`src/rtl/muldiv_sequencer.sv`:
```
// Multi-cycle shift-add multiplier for MUL/UMULL/SMULL in the execute stage.
// Signed operands are multiplied as magnitudes; the sign is applied in DONE.
module muldiv_sequencer #(
    parameter int WIDTH = 32,
    parameter int CNTW  = 6
) (
    input  logic             clk,
    input  logic             reset,
    input  logic             StartE,
    input  logic             UnsignedE,
    input  logic             LongE,
    input  logic             AbortE,
    input  logic [WIDTH-1:0] SrcAE,
    input  logic [WIDTH-1:0] SrcBE,
    output logic             StallReq,
    output logic             Busy,
    output logic             Done,
    output logic [WIDTH-1:0] ResultLo,
    output logic [WIDTH-1:0] ResultHi
);

    typedef enum logic [1:0] {S_IDLE, S_RUN, S_DONE} state_t;

    state_t             state_q, state_d;
    logic [CNTW-1:0]    cnt_q, cnt_d;
    logic [2*WIDTH-1:0] acc_q, acc_d;
    logic [WIDTH-1:0]   mcand_q, mcand_d;
    logic [WIDTH-1:0]   mplier_q, mplier_d;
    logic               neg_q, neg_d;
    logic               long_q, long_d;
    logic [WIDTH-1:0]   reshi_q, reshi_d;
    logic [WIDTH-1:0]   reslo_q, reslo_d;

    logic [WIDTH-1:0]   a_mag, b_mag;
    logic [WIDTH:0]     sum;
    logic [2*WIDTH-1:0] prod;

    // Negating the most negative value wraps back to itself, which is its correct unsigned magnitude.
    assign a_mag = (!UnsignedE && SrcAE[WIDTH-1]) ? (~SrcAE + 1'b1) : SrcAE;
    assign b_mag = (!UnsignedE && SrcBE[WIDTH-1]) ? (~SrcBE + 1'b1) : SrcBE;
    assign sum   = {1'b0, acc_q[2*WIDTH-1:WIDTH]} + {1'b0, (mplier_q[0] ? mcand_q : '0)};
    assign prod  = neg_q ? (~acc_q + 1'b1) : acc_q;

    always_comb begin
        state_d  = state_q;
        cnt_d    = cnt_q;
        acc_d    = acc_q;
        mcand_d  = mcand_q;
        mplier_d = mplier_q;
        neg_d    = neg_q;
        long_d   = long_q;
        reshi_d  = reshi_q;
        reslo_d  = reslo_q;
        StallReq = 1'b0;
        Done     = 1'b0;
        case (state_q)
            S_IDLE: begin
                StallReq = StartE;
                if (StartE && !AbortE) begin
                    long_d   = LongE;
                    neg_d    = !UnsignedE && (SrcAE[WIDTH-1] ^ SrcBE[WIDTH-1]);
                    mcand_d  = a_mag;
                    mplier_d = b_mag;
                    acc_d    = '0;
                    cnt_d    = CNTW'(WIDTH);
                    state_d  = S_RUN;
                end
            end
            S_RUN: begin
                StallReq = 1'b1;
                acc_d    = {sum, acc_q[WIDTH-1:1]};
                mplier_d = mplier_q >> 1;
                cnt_d    = cnt_q - 1'b1;
                if (cnt_q == CNTW'(1)) state_d = S_DONE;
                if (AbortE)            state_d = S_IDLE;
            end
            S_DONE: begin
                state_d = S_IDLE;
                if (!AbortE) begin
                    Done    = 1'b1;
                    reshi_d = long_q ? prod[2*WIDTH-1:WIDTH] : '0;
                    reslo_d = prod[WIDTH-1:0];
                end
            end
            default: state_d = S_IDLE;
        endcase
        if (reset) begin
            StallReq = 1'b0;
            Done     = 1'b0;
        end
    end

    // During the Done cycle the product is forwarded so E captures it while it is registered.
    assign ResultLo = Done ? reslo_d : reslo_q;
    assign ResultHi = Done ? reshi_d : reshi_q;
    assign Busy     = (state_q != S_IDLE);

    always_ff @(posedge clk) begin
        if (reset) begin
            state_q  <= S_IDLE;
            cnt_q    <= '0;
            acc_q    <= '0;
            mcand_q  <= '0;
            mplier_q <= '0;
            neg_q    <= 1'b0;
            long_q   <= 1'b0;
            reshi_q  <= '0;
            reslo_q  <= '0;
        end else begin
            state_q  <= state_d;
            cnt_q    <= cnt_d;
            acc_q    <= acc_d;
            mcand_q  <= mcand_d;
            mplier_q <= mplier_d;
            neg_q    <= neg_d;
            long_q   <= long_d;
            reshi_q  <= reshi_d;
            reslo_q  <= reslo_d;
        end
    end

endmodule
```
`config.mk`:
```
export PLATFORM = sky130hd
export DESIGN_NAME = muldiv_sequencer
export DESIGN_NICKNAME = d
export VERILOG_FILES = /design/src/rtl/muldiv_sequencer.sv
export SDC_FILE = /design/constraint.sdc
export NUM_CORES = 1
export LEC_CHECK = 0
export CELL_PAD_IN_SITES_DETAIL_PLACEMENT = 1
export CELL_PAD_IN_SITES_GLOBAL_PLACEMENT = 1
export CORE_MARGIN = 5
export CORE_UTILIZATION = 42
export CTS_BUF_LIST = sky130_fd_sc_hd__clkbuf_16
export DETAILED_ROUTE_END_ITERATION = 7
export PLACE_DENSITY = 0.8
export SYNTH_ARGS = -nofsm -noshare
export SYNTH_HDL_FRONTEND = slang
export SYNTH_SLANG_ARGS = --single-unit
export TNS_END_PERCENT = 100
```
`constraint.sdc`:
```
create_clock -name clk -period 3.5 [get_ports clk]
set_input_delay 0.525 -clock clk [delete_from_list [all_inputs] [get_ports clk]]
set_output_delay 0.525 -clock clk [all_outputs]
set_load 0.05 [all_outputs]
```
Word level (Yosys, flattened, before mapping)
Index checks and enable logic that the tools add are counted.

storage, ports and cells
  register bits after elaboration = 202
  output and inout bits = 67
  logic and storage cells = 61

cells by class
  add/sub/neg operators = 5
  equal/unequal tests = 5
  muxes and demuxes = 26
  bitwise gates (word level) = 4
  reduce and logical (&&, ||, !) cells = 12

operators by type and width
  kind                     number
  $mux W32                 11
  $mux W64                 2
  $pmux W64 S2             1
  $add A32 B1 Y32 const B  2
  $add A64 B1 Y64 const B  1
  $not A32 Y32             2
  $not A64 Y64             1
  $pmux W32 S2             1
  $add A32 B32 Y33         1
  $pmux W6 S2              1
  $eq A6 B1 Y1 const B     1
  $mux W2                  3
  $mux W6                  1
  $reduce_and A2 Y1        3
  $sub A6 B1 Y6 const B    1
  $logic_and A1 B1 Y1      4
  $mux W1                  4
  $pmux W2 S2              1
  $reduce_bool A2 Y1       2
  $ne A3 B3 Y1 const B     1
  $eq A2 B1 Y1 const B     1
  $eq A2 B2 Y1 const B     1
  $logic_not A1 Y1         2
  $logic_not A2 Y1         1
  3 further kinds          3

Logic depth before layout (Yosys ltp)
  depth in word-level cells = 7
  gate-level depth with buffers = 13
  gate-level depth less buffers = 12

Worst setup path before layout
Ideal clock, no wire load.

  path kind = reg2out
  start point = reg acc_q[24]
  end point = out ResultHi[31]
  arrival time = 3557 ps
  data required time = 2975 ps
  slack = -582 ps
  cell stages (with the launch flop) = 8
  cell sequence = dfxtp_1 -> or4_4 -> or4b_4 -> nor4_4 -> nand3_1 -> o41ai_1 -> xor2_1 -> o21ai_0

between the ends
  longest elaborated chain between the ends = 7

ends and longest elaborated chain
  element                 line  RTL
  from (decl)             26    logic [2*WIDTH-1:0] acc_q, acc_d;
  from (signal assigned)  102   acc_q <= '0;
  from (signal assigned)  112   acc_q <= acc_d;
  $not A64 Y64            42    assign prod = neg_q ? (~acc_q + 1'b1) : acc_q;
  $add A64 B1 Y64         42
  $mux W64                42
  $mux W32                81    reshi_d = long_q ? prod[2*WIDTH-1:WIDTH] : '0;
  $mux W32                79    if (!AbortE) begin
  $mux W32                56    case (state_q)
  $mux W32                95    assign ResultHi = Done ? reshi_d : reshi_q;
  to (decl)               19    output logic [WIDTH-1:0] ResultHi

Every way passes these cells.

Final worst setup path
  start point = reg acc_q[18]
  end point = out ResultHi[21]

Same word-level chain as after synthesis.

==> metrics.txt <==
final wirelength 48600 µm; GPL Wtd Cong between 0.8 and 0.9; Synth area leader dfxtp_1; Detailed Place HPWL ~29000 µm; cts-stage hold buffer count 0; antenna viol nets, final 0; largest cells by area after synthesis dfxtp_1 (33%), xor2_1 (6.7%), nand2_1 (5.9%); R2R setup slack roughly 180 ps; post-synthesis sequential area ratio 33.2%; Final min period slightly above 4000 ps; ys flop type dfxtp_1; CP Launch Type flop; crit end category output pin; P_leak approximately 6.9 nW; hold depth 2; #FFs+latches synth between 200 and 250; routed vias between 10000 and 15000; area of the multi-input gates approximately 8400 µm²; Skew-Pair Late Insertion Delay between 500 and 600 ps; diodes inserted 0; largest net degree at the start of global routing about 100; RSZ-0062 raised after global routing true; switching share of power between 20% and 30%; Sink Count between 200 and 250; number of global-route vias before repair between 10000 and 15000; H-tree depth 1; Initial Util a little over two fifths; sequential share of power between 40% and 50%; Die ar. 32500 µm²; Crit path required time a little under 3000 ps; first-pass GRT wire length approximately 70000 µm; FF+latch area around 4100 µm²; Peak VDD IR ~0.00032 V; Finish-stage setup viols 47; final design utilization around three fifths; Syn Nets between 1500 and 2000; worst-path fanout max 7; min-delay src mcand_q[25]; Detailed Routing Iterations Pass 1 5; Avg WL per Cell approximately 22 µm; Comb pwr share 9.8%; Hold EP mcand_q[25]; CP startpoint acc_q[18]; number of synthesized flops with an enable pin 0; crit share post-route 116%; Worst-path clk slew 60 ps; clk_skew roughly 29 ps; CTS max path bufs 3; share of layout cells above drive strength 1 between 10% and 20%; grt ovf 0; Filler cells ~3300; Die Wd between 150 and 200 µm; status complete, but fails checks; max cap viols 0; area of the core ~29000 µm²; failing checks negative setup slack; Synth top area share roughly a third; setup TNS -18610 ps; Final Hold Vio Count 0; critical path arrival 3540 ps; Num CTS Buffers 24; Worst Hold Class flop to flop; CTS tree built; num ports between 100 and 150; Clk pwr share a little under half; port buffer count roughly 140; Synth async-reset ratio 0%; Mapped Cells approximately 1600; P_sw ~1.4 mW; root buffer cell clkbuf_16; initial detailed-routing violation count roughly 1100; cell internal pwr 4.16 mW; Tot GR Track Use 25.9%; Syn Std Cell Area approximately 12000 µm²; synth unique cells 63; Reg2Reg Launch Point acc_q[33]; critical path type flop to output pin; met3 usage under 10%; Slew @ Worst Pin approximately 1100 ps; worst r2r path cells 11; max-slew violation total from the final report 0; initial antenna violation count 0; YS warnings 0; slew margin rel. between 20 and 30%; worst r2r dst acc_q[63]; NumNets Final between 1500 and 2000; residual DRC count 0; most crowded layer after global routing met2; Max Clk Rate approximately 250 MHz; M2 GR Usage around 44%; met1 Use GR 34.9%; area delta synth->final 38.4%; final worst slack -568 ps; vias per inst approximately 6; PwrDens ~330 nW/µm²; Die Height 180 µm; commonest cells after routing, fill and taps aside dfxtp_1 (197), nand2_1 (184), nor2_1 (143); Syn Area/Cell 7.69 µm²; commonest non-fill, non-tap cell in the layout dfxtp_1; standard-cell row count 62
==> sequential cells by signal, summed over array words and instances (netlist names) <==
signal / count
neg_q: 1
mcand_q: 32
reshi_q: 32
acc_q: 64
state_q: 2
long_q: 1
cnt_q: 6
mplier_q: 32
reslo_q: 32
==> what timing repair did <==
action / 4_1_cts / 5_1_grt
setup endpoints to repair: 47 / 53
pin swaps: 59 / 54
setup buffers: 24 / 22
resized for setup: 99 / 49
==> routing by layer <==
metal | part of all wire [%] | wire length [µm]
met3 | 5.5 | 2700
met1 | 43 | 21100
met2 | 48 | 23400
met4 | 3.0 | 1450
met5 | 0 | 0
==> power by group through the flow <==
stage               Clock (mW)  Combinational [mW]  Sequential, mW
finish                    2.63               0.549            2.39
global route              2.75               0.596            2.40
CTS                       2.65               0.536            2.39
detailed placement           0               0.521            2.44
global placement             0               0.502            2.44
floorplan                    0               0.312            2.43
==> worst max-delay path by stage <==
stage                    to  cells after the start  slack (ps)
2_1_floorplan  ResultHi[31]                      7        -210
3_5_place_dp   ResultHi[31]                     10         -10
4_1_cts        ResultHi[22]                     10        -460
5_1_grt        ResultHi[23]                     10        -650
3_3_place_gp   ResultHi[25]                     10          30
6_report       ResultHi[21]                     12        -570
==> final cells by class <==
cell class                      instances  share of cell area [%]
Clock buffer                           25                    3.71
Clock inverter                         16                    1.06
Inverter                               21                   0.467
Multi-Input combinational cell       1257                    49.9
Sequential cell                       202                    24.0
Tap cell                              384                    2.85
Timing Repair Buffer                  267                    18.0
==> critical path, cell delays in order (launching register included) <==
cell and delay (ps):
dfxtp_1 320, or4_4 550, or3_4 400, buf_4 150, nor4_4 190, buf_4 200
nand3_1 150, buf_6 220, o31ai_4 190, xor2_1 210, nor2_1 90, a21o_1 200
buf_12 160
==> through the flow <==
stage                     setup WS [ps]  power, mW  instance area (µm²)  hold slack, ps  cells
final                              -568       5.57                16900             451   2172
after global placement             31.9       2.94                15000             429   2085
after CTS                          -455       5.57                16400             456   2150
after floorplan                    -207       2.74                12200             423   1584
after detailed placement          -13.6       2.96                15000             440   2085
after global routing               -653       5.75                16900             484   2172
==> cell usage after synthesis, types with 3 or more instances <==
| master | instances |
|---|---|
| dfxtp_1 | 202 |
| nand2_1 | 193 |
| nor2_1 | 153 |
| a21oi_1 | 131 |
| o21ai_0 | 106 |
| clkbuf_1 | 95 |
| xor2_1 | 93 |
| a21o_1 | 78 |
| nand3_1 | 62 |
| a211oi_1 | 58 |
| xnor2_1 | 43 |
| ha_1 | 37 |
| and2_1 | 36 |
| a22oi_1 | 34 |
| o31ai_1 | 34 |
| nor3_1 | 26 |
| inv_1 | 21 |
| or3_1 | 16 |
| nand2b_1 | 13 |
| nand4_1 | 13 |
| or4_1 | 13 |
| o41ai_1 | 12 |
| a31oi_1 | 11 |
| nor4_1 | 11 |
| or2_2 | 10 |
| nor2b_1 | 8 |
| buf_1 | 7 |
| a311oi_1 | 6 |
| o211ai_1 | 5 |
| and3_1 | 4 |
| mux2i_1 | 4 |
| o21a_1 | 4 |
| nor4b_1 | 3 |
| o41ai_2 | 3 |
==> logic make-up (layout without fill, tap and decap cells) <==
group / count (synthesis) / after routing / synth area share (%)
adder cells (fa/ha/maj): 38 / 38 / 3.97
multiplexers: 4 / 4 / 0.329
AO/OA/AOI/OAI: 503 / 503 / 26.6
XOR/XNOR: 136 / 136 / 9.78
AND/OR/NAND/NOR: 576 / 576 / 22.2
flip-flops: 202 / 202 / 33.2
buffers and inverters: 125 / 329 / 3.87
Note: power is estimated with default switching activity, not from simulation.
